## config.mk

```make
export PLATFORM = sky130hd
export DESIGN_NAME = pipe_skid_reg
export DESIGN_NICKNAME = d
export VERILOG_FILES = /design/src/rtl/pipe_pkg.sv /design/src/rtl/pipe_data_reg.sv /design/src/rtl/pipe_skid_reg.sv
export SDC_FILE = /design/constraint.sdc
export NUM_CORES = 1
export LEC_CHECK = 0
export CAP_MARGIN = 25
export CORE_MARGIN = 2
export CORE_UTILIZATION = 30
export CTS_BUF_LIST = sky130_fd_sc_hd__clkbuf_2
export CTS_CLUSTER_DIAMETER = 100
export DETAILED_ROUTE_END_ITERATION = 6
export GPL_TIMING_DRIVEN = 0
export PLACE_DENSITY = 0.64
export SKIP_LAST_GASP = 1
export SLEW_MARGIN = 20
export SYNTH_ARGS = -nofsm -noshare
export SYNTH_HDL_FRONTEND = slang
export SYNTH_SLANG_ARGS = --single-unit
```

## constraint.sdc

```tcl
create_clock -name clk_in -period 2.2 [get_ports clk_in]
set_clock_uncertainty 0.1 [all_clocks]
set_input_delay 0.44 -clock clk_in [delete_from_list [all_inputs] [get_ports clk_in]]
set_output_delay 0.44 -clock clk_in [all_outputs]
set_load 0.05 [all_outputs]
```

## src/rtl/pipe_pkg.sv

```systemverilog
// Shared definitions for the pipeline skid register: FSM encodings and default payload width.
package pipe_pkg;

  localparam int DEFAULT_WIDTH = 32;

  // Encoding doubles as the entry count, so occupancy is the state itself.
  typedef enum logic [1:0] {
    ST_EMPTY = 2'd0,
    ST_BUSY  = 2'd1,
    ST_FULL  = 2'd2
  } pipe_state_e;

endpackage

```

## src/rtl/pipe_data_reg.sv

```systemverilog
// WIDTH-bit payload register with load enable, synchronous clear and asynchronous reset to RST_VAL.
module pipe_data_reg
  import pipe_pkg::*;
#(
  parameter int               WIDTH   = DEFAULT_WIDTH,
  parameter logic [WIDTH-1:0] RST_VAL = '0
) (
  input  logic             clk_in,
  input  logic             rst_in,
  input  logic             clr,
  input  logic             load,
  input  logic [WIDTH-1:0] d,
  output logic [WIDTH-1:0] q
);

  always_ff @(posedge clk_in or posedge rst_in) begin
    if (rst_in) begin
      q <= RST_VAL;
    end else if (clr) begin
      q <= RST_VAL;
    end else if (load) begin
      q <= d;
    end
  end

endmodule

```

## src/rtl/pipe_skid_reg.sv

```systemverilog
// Pipeline register stage with optional two-entry skid buffer, hold (stall) and flush.
// Handshake: a transfer happens on a rising edge where valid && ready; valid never waits on ready.
module pipe_skid_reg
  import pipe_pkg::*;
#(
  parameter int               WIDTH   = DEFAULT_WIDTH,
  parameter logic [WIDTH-1:0] RST_VAL = '0,
  parameter int               SKID    = 1
) (
  input  logic             clk_in,
  input  logic             rst_in,
  input  logic             flush_in,
  input  logic             hold_in,
  input  logic             in_valid,
  output logic             in_ready,
  input  logic [WIDTH-1:0] in_data,
  output logic             out_valid,
  input  logic             out_ready,
  output logic [WIDTH-1:0] out_data,
  output logic [1:0]       occupancy
);

  pipe_state_e      state_q, state_d;
  logic             in_fire, out_fire;
  logic             main_load, skid_load;
  logic [WIDTH-1:0] main_d;
  logic [WIDTH-1:0] skid_q;

  assign out_valid = (state_q != ST_EMPTY) && !hold_in;
  assign in_fire   = in_valid && in_ready;
  assign out_fire  = out_valid && out_ready;
  assign occupancy = state_q;

  always_comb begin
    state_d   = state_q;
    main_load = 1'b0;
    skid_load = 1'b0;
    main_d    = in_data;
    // Hold needs no branch: it gates both fires, so nothing moves.
    if (flush_in) begin
      state_d = ST_EMPTY;
    end else begin
      unique case (state_q)
        ST_EMPTY: begin
          if (in_fire) begin
            state_d   = ST_BUSY;
            main_load = 1'b1;
          end
        end
        ST_BUSY: begin
          if (in_fire && out_fire) begin
            main_load = 1'b1;
          end else if (out_fire) begin
            state_d = ST_EMPTY;
          end else if (in_fire && (SKID != 0)) begin
            state_d   = ST_FULL;
            skid_load = 1'b1;
          end
        end
        ST_FULL: begin
          if (out_fire) begin
            state_d   = ST_BUSY;
            main_load = 1'b1;
            main_d    = skid_q;
          end
        end
        default: state_d = ST_EMPTY;
      endcase
    end
  end

  always_ff @(posedge clk_in or posedge rst_in) begin
    if (rst_in) begin
      state_q <= ST_EMPTY;
    end else begin
      state_q <= state_d;
    end
  end

  generate
    if (SKID != 0) begin : g_skid
      // Registered ready tracks "not FULL" of the next state, so it never sees out_ready combinationally.
      logic rdy_q;
      always_ff @(posedge clk_in or posedge rst_in) begin
        if (rst_in) begin
          rdy_q <= 1'b0;
        end else begin
          rdy_q <= (state_d != ST_FULL);
        end
      end
      assign in_ready = rdy_q && !hold_in && !flush_in;
    end else begin : g_pass
      assign in_ready = (!out_valid || out_ready) && !hold_in && !flush_in;
    end
  endgenerate

  pipe_data_reg #(.WIDTH(WIDTH), .RST_VAL(RST_VAL)) u_main (
    .clk_in (clk_in),
    .rst_in (rst_in),
    .clr    (flush_in),
    .load   (main_load),
    .d      (main_d),
    .q      (out_data)
  );

  pipe_data_reg #(.WIDTH(WIDTH), .RST_VAL(RST_VAL)) u_skid (
    .clk_in (clk_in),
    .rst_in (rst_in),
    .clr    (flush_in),
    .load   (skid_load),
    .d      (in_data),
    .q      (skid_q)
  );

endmodule

```

; ---- Word level (Yosys, flattened, before mapping)
; Index checks and enable logic that the tools add are counted.
[totals]
register_bits = 67
output_inout_bits = 36
elab_cells = 41
[classes]
reduce_logical = 12
eq_ne = 3
muxes = 22
[ops]
columns = operator, count
row1 = $mux 32, 6
row2 = $mux 2, 6
row3 = $mux 1, 8
row4 = $logic_and 1x1->1, 6
row5 = $pmux 2 s3, 1
row6 = $reduce_bool 2->1, 3
row7 = $pmux 1 s3, 1
row8 = $eq 2x1->1 const B, 1
row9 = $eq 2x2->1 const B, 1
row10 = $logic_not 1->1, 2
row11 = $logic_not 2->1, 1
row12 = $ne 2x2->1 const B, 1

; ---- Depth between registers and ports, before layout
; Gate-level depths: netlist of the first run.
[logic_depth]
depth_word = 11
mapped_depth = 7
mapped_depth_nobuf = 4

; ---- Modules after synthesis
; Synthesis of the first run repeated with hierarchy kept, for this count alone.
[unflattened]
hier_cells = 267
hier_area_um2 = 3375.7
[modules_own_cells]
columns = module, cells_each, area_per_inst_um2, n_inst
row1 = pipe_data_reg, 104, 1327.5, 2
row2 = pipe_skid_reg, 59, 720.7, 1

; ---- Worst setup path after synthesis of the first run
; No wires, ideal clock.
[synth_path]
kind = input -> output
start = input flush_in
end = output in_ready
required_time_ns = 1.660
cell_stages = 3
setup_slack_ns = -0.308
t_arrival_ns = 1.968
cell_sequence = buf_4 > clkbuf_1 > nor3b_1
[synth_between]
elab_chain_len = 2
[synth_lines]
columns = element, line_no
row1 = start: declaration, pipe_skid_reg.sv:12  ; input logic flush_in,
row2 = $logic_not 1->1, pipe_skid_reg.sv:91  ; assign in_ready = rdy_q && !hold_in && !flush_in;
row3 = $logic_and 1x1->1, pipe_skid_reg.sv:91
row4 = end: declaration, pipe_skid_reg.sv:15  ; output logic in_ready,
; No other way between the ends.

; ---- Worst setup path after layout of the first run
[layout_path]
start = input hold_in
end = output in_ready
[layout_between]
elab_chain_len = 3
[layout_lines]
columns = element, line_no
row1 = start: declaration, pipe_skid_reg.sv:13  ; input logic hold_in,
row2 = $logic_not 1->1, pipe_skid_reg.sv:91
row3 = $logic_and 1x1->1 (2 in a row), pipe_skid_reg.sv:91
; No other way between the ends.

==> impl_results.md, run 1 <==
* Status: completed
* Most common cell in the netlist: dfrtp_1
* EDFF count, synth at 0
* Async S/R FF share, synth at 100.0%
* Synth Instances at around 300
* Layout cell share with drive strength beyond 1 at ~16%
* CTS Buf Count at 9
* Clk slew on worst S/H paths at around 0.19 ns
* Routed wire length at 8757 µm
* Ys Warns at 0
* Dpl hpwl at 6166 µm
* RSZ-0062 raised after global routing: no
* Vias in the first global route at 2798
* Sum of negative setup slack at 0 ns
* Global-route wire length before repair at 14370 µm
* Maximum number of pins on one net before global-route repair at 35
* Maximum fanout along the worst path at 10
* Setup Buffers After CTS at 0
* Post-synthesis cell type count at 28
* Die Span X at between 100 and 150 µm
* # port buffers at 72
* CP Data Required Time at 1.66 ns
* 1st-iter DRT viols at 136
* Area Growth Syn to Fin at 31.33%
* Later-pin clock latency in the skew report at a little under 0.5 ns
* Drt pass-1 iters at 4
* Via count at 2667
* Post-synth top flop: dfrtp_1
* Starting density of the core at a little under a third
* Core Footprint at roughly 10000 µm²
* Io pins at 74
* Global placer's final weighted congestion at 0.7631
* Ant. Diodes at 0
* Most frequent cells after synthesis: dfrtp_1, nand2_1, o21ai_0
* Pwr Total at approximately 0.0024 W
* Final Core Density at approximately two fifths
* CTS tree: yes
* Pleak at 1.937 nW
* Worst slew pin tran at 0.5495 ns
* Via density per instance at about 5
* Hold Crit Class: in -> reg
* Cell Pwr Density at 580.4 nW/µm²
* Crit path time final at 2.134 ns
* Routed Antenna Nets at 0
* Nets at 418
* Area contributors post-synth: dfrtp_1, nand2_1, o221a_2
* Wire length per cell at 16.81 µm
* Syn_nets at 333
* Slew HR at between 60% and 70%
* Crit end category: output port
* Die span in y at 106.2 µm
* Maximum clock path buffer count at 2
* Max_cap viols at 0
* Critical Path AT at 1.59 ns
* Syn_area_per_cell at 10.61 µm²
* F_max at approximately 470 MHz
* Setup CP Type: in -> out
* Root Buffer: clkbuf_2
* Rows at 37
* Initial antenna violation count at 0
* Synthesis-stage register bit count at 67
* Placed inst area at 4070 µm²
* Hold_buf cts at 0
* Synth area leader: dfrtp_1
* Max Slew Vio Count at 0
* Period utilisation layout at 97.01%
* Max rail drop VDD at 0.1833 mV
* Final instance area at 4111 µm²
* # fillers at 993
* Final setup fails at 0
* Sequential area share after synthesis at 53.56%
* Mapped Area at 3131 µm²
* CTS sink count at 67
* Grt total ovfl at 0
* Worst Setup Start Kind: input pin
* Top cell type's share of synthesized area at a little over half
* Fin. Hold Viols at 0
* Gr usage total at 16.35%
* CTS H-tree lvls at 3
* Die area at 11270 µm²
* Drt drc at 0
==> cell type report <==
type / count / area [µm²] / share of cell area, %
flip-flops and latches: 67 / 1677 / 40.78
multi-input cells: 194 / 1301 / 31.65
repair buffers: 74 / 710.7 / 17.29
well taps: 136 / 170.2 / 4.139
plain buffers: 29 / 140.1 / 3.408
clock buffers: 9 / 45.04 / 1.096
clock inverters: 7 / 45.04 / 1.096
inverters: 5 / 22.52 / 0.5478
==> flip-flops by register name (all words and copies together) (netlist names) <==
signal / flops
g_skid.rdy_q: 1
occupancy: 2
u_main.q: 32
u_skid.q: 32
==> cells by family (layout without fill, tap and decap cells) <==
group	after synthesis	after routing	synth area share, %
flops	67	67	53.56
xor+xnor	1	1	0.2798
mux	14	14	4.476
compound gates	101	101	25.86
buf+inv	34	124	5.036
simple gates	78	78	10.79
==> per-stage QoR <==
step / hold slack, ns / instances / setup WS [ns]
6_report: 0.1110 / 521 / 0.06568
5_1_grt: 0.09559 / 521 / 0.007198
4_1_cts: 0.05811 / 521 / -0.08350
3_5_place_dp: 0.4160 / 505 / -0.6027
3_3_place_gp: 0.4161 / 503 / -0.5825
2_1_floorplan: 0.4018 / 295 / 0.03452
==> power breakdown <==
| part | total (W) | switching (W) | internal (W) |
|---|---|---|---|
| clock | 0.000602 | 0.000460 | 0.000141 |
| sequential | 0.00130 | 0.0000267 | 0.00127 |
| combinational | 0.000484 | 0.000308 | 0.000176 |
| total | 0.00239 | 0.000795 | 0.00159 |
==> final timing paths <==
kind / to / start / cells past startpoint / slack [ns]
worst min-delay path: u_main.q[26]$_DFFE_PP0P_ / flush_in / 2 / 0.11
min in group asynchronous: u_skid.q[1]$_DFFE_PP0P_ / rst_in / 3 / 0.23
worst max register to register: u_main.q[27]$_DFFE_PP0P_ / occupancy[1]$_DFF_PP0_ / 6 / 0.24
worst max-delay path: in_ready / hold_in / 4 / 0.07
max in group asynchronous: u_main.q[10]$_DFFE_PP0P_ / rst_in / 3 / 1.55
worst min register to register: u_skid.q[30]$_DFFE_PP0P_ / u_skid.q[30]$_DFFE_PP0P_ / 2 / 0.45
==> per-layer routing <==
metal  global-route usage (%)  up-vias  routed length (µm)
met5                        0        -                   0
met4                    6.861        0                 118
met3                    3.679        9                 505
met2                    24.86       75                4043
met1                    22.44     1328                4090
li1                         -     1255                   -
==> worst max-delay path, cell delays in order <==
cell and delay, ns:
clkdlybuf4s50_1 0.47, clkbuf_2 0.24, nor3b_2 0.19, clkbuf_4 0.25
==> layout by cell type, fill, tap and decap left out, types with 2 or more instances in the layout <==
cell | synthesis | routed
o21ai_0 | 32 | 32
dlygate4sd2_1 | 0 | 34
inv_1 | 4 | 3
buf_12 | 0 | 2
dfrtp_1 | 67 | 67
clkdlybuf4s50_1 | 0 | 36
clkbuf_1 | 11 | 10
o221a_2 | 18 | 18
o22a_1 | 18 | 18
clkinv_2 | 0 | 2
nand2_1 | 66 | 66
o41ai_1 | 14 | 14
clkinvlp_4 | 0 | 4
nor2_1 | 4 | 4
nor2b_1 | 2 | 2
o211ai_1 | 14 | 14
clkbuf_2 | 3 | 13
mux2i_1 | 14 | 14
buf_4 | 3 | 3
buf_2 | 12 | 13
==> repair_timing <==
| item | 4_1_cts | 5_1_grt |
|---|---|---|
| cloned | 0 | 0 |
| pin swaps | 0 | 0 |
| resized for setup | 43 | 3 |
| setup endpoints to repair | 36 | 1 |
No activity file was read; power rests on OpenSTA's default activity.
==> run 2, diff against run 1 <==
- GPL_ROUTABILITY_DRIVEN: not set -> 1
==> results of run 2 <==
Final layout, timing and power as in run 1 (identical DEF).
==> run 3, diff against run 2 <==
- ABC_AREA: not set -> 0
- CORE_UTILIZATION: 30 -> 46
- PLACE_DENSITY: 0.64 -> 0.78
==> impl_results.md, run 3 (same netlist as run 1, synthesis figures left out) <==
* Worst slew pin tran at 0.6178 ns
* Reg2reg start: occupancy[1]$_DFF_PP0_
* Pleak at 1.962 nW
* Final Core Density at 60.75%
* Hold Crit Class: in -> reg
* # port buffers at 72
* Max_cap viols at 0
* Status: completed
* Maximum fanout along the worst path at 10
* Nets at 418
* R2R depth at 6
* Via count at 2754
* Setup Buffers After CTS at 0
* Post-Layout Cell Count at 464
* CP Data Required Time at 1.66 ns
* CTS sink count at 67
* Worst Setup Start Kind: input pin
* Final instance area at 4059 µm²
* Placed inst area at 4008 µm²
* Multi-input gate area at roughly 1300 µm²
* CTS H-tree lvls at 3
* Grt total ovfl at 0
* Via density per instance at 5.935
* Routed wire length at about 8400 µm
* RSZ-0062 raised after global routing: yes
* Wire length per cell at roughly 18 µm
* Commonest cells after routing, fill and taps aside: dfrtp_1, nand2_1, clkdlybuf4s50_1
* Ant. Diodes at 0
* Die area at 7481 µm²
* Starting density of the core at a little under half
* CTS tree: yes
* Routed Antenna Nets at 0
* Maximum clock path buffer count at 2
* # fillers at 612
* Final setup fails at 0
* Core Footprint at 6681 µm²
* Io pins at 74
* Gr usage total at 23.23%
* Drt pass-1 iters at 5
* Vias in the first global route at 2637
* Global-route wire length before repair at 13540 µm
* Root Buffer: clkbuf_2
* Rows at 30
* Die span in y at around 86 µm
* 1st-iter DRT viols at 256
* HP Start: flush_in
* F_max at ~470 MHz
* Crit path time final at 2.147 ns
* Hold Path Stages at 2
* Critical Path AT at approximately 1.6 ns
* Clk slew on worst S/H paths at around 0.19 ns
* CTS Buf Count at 9
* Layout cell share with drive strength beyond 1 at roughly 16%
* Crit end category: output port
* Die Span X at around 86 µm
* Drt drc at 0
* FF+latch area at 1677 µm²
* Initial antenna violation count at 0
* Cell Pwr Density at 610.4 nW/µm²
* Maximum number of pins on one net before global-route repair at 29
* Period utilisation layout at 97.58%
* Area Growth Syn to Fin at 29.66%
* Later-pin clock latency in the skew report at approximately 0.5 ns
* Max Slew Vio Count at 0
* Max rail drop VDD at roughly 0.34 mV
* Worst Setup SP: hold_in
* Inst Count DP at 449
* Hold_buf cts at 0
* Most common cell after layout, fill and taps aside: dfrtp_1
* Pwr Total at 0.002478 W
* Dpl hpwl at 5714 µm
* Fin. Hold Viols at 0
* Setup CP Type: in -> out
* Cts repair resizes at 43
* Global placer's final weighted congestion at ~0.8
* Sum of negative setup slack at 0 ns
* Slew HR at approximately three fifths
## run 3: changes by cell type in the layout (fill, tap and decap cells not counted), sizes merged
cell / delta
clkinvlp: -3
clkbuf: +2
clkinv: -2
buf: +1
bufinv: +1
## run 3: where the power goes
part | leakage (nW) | internal (W) | switching, W
clock | 0.0718 | 0.000268 | 0.000424
sequential | 0.917 | 0.00127 | 0.0000271
combinational | 0.972 | 0.000177 | 0.000308
## run 3: layout make-up
| class | instances | area share, % |
|---|---|---|
| clock buffer | 12 | 1.480 |
| inverter | 5 | 0.5549 |
| timing repair buffer | 74 | 17.63 |
| buffer | 29 | 3.514 |
| clock inverter | 3 | 0.9864 |
| tap | 80 | 2.466 |
| multi-input combinational | 194 | 32.06 |
| sequential | 67 | 41.31 |
## run 3: per-stage QoR
stage	setup WS, ns	hold slack (ns)
floorplan	0.03452	0.4018
global placement	-0.5743	0.4134
detailed placement	-0.5926	0.4271
CTS	-0.06123	0.09674
global route	-0.01329	0.08432
finish	0.05319	0.1099
## run 3: per-layer routing
| metal | part of all wire, % | up-vias | global-route usage (%) |
|---|---|---|---|
| li1 | - | 1258 | - |
| met1 | 46 | 1379 | 34.23 |
| met2 | 47 | 104 | 35.31 |
| met3 | 5.4 | 13 | 4.095 |
| met4 | 1.3 | 0 | 6.960 |
| met5 | 0 | - | 0 |
## run 3: path summary, 6_finish.rpt
kind / endpoint / slack (ns)
max reg2reg: u_main.q[14]$_DFFE_PP0P_ / 0.22
min in group asynchronous: u_main.q[30]$_DFFE_PP0P_ / 0.24
max: in_ready / 0.05
max in group asynchronous: u_main.q[13]$_DFFE_PP0P_ / 1.21
min: u_main.q[26]$_DFFE_PP0P_ / 0.11
min reg2reg: u_skid.q[17]$_DFFE_PP0P_ / 0.46
## run 3: worst max-delay path, cell delays in order
cell and delay, ns:
clkdlybuf4s50_1 0.48, clkbuf_4 0.24, nor3b_2 0.16, buf_2 0.28
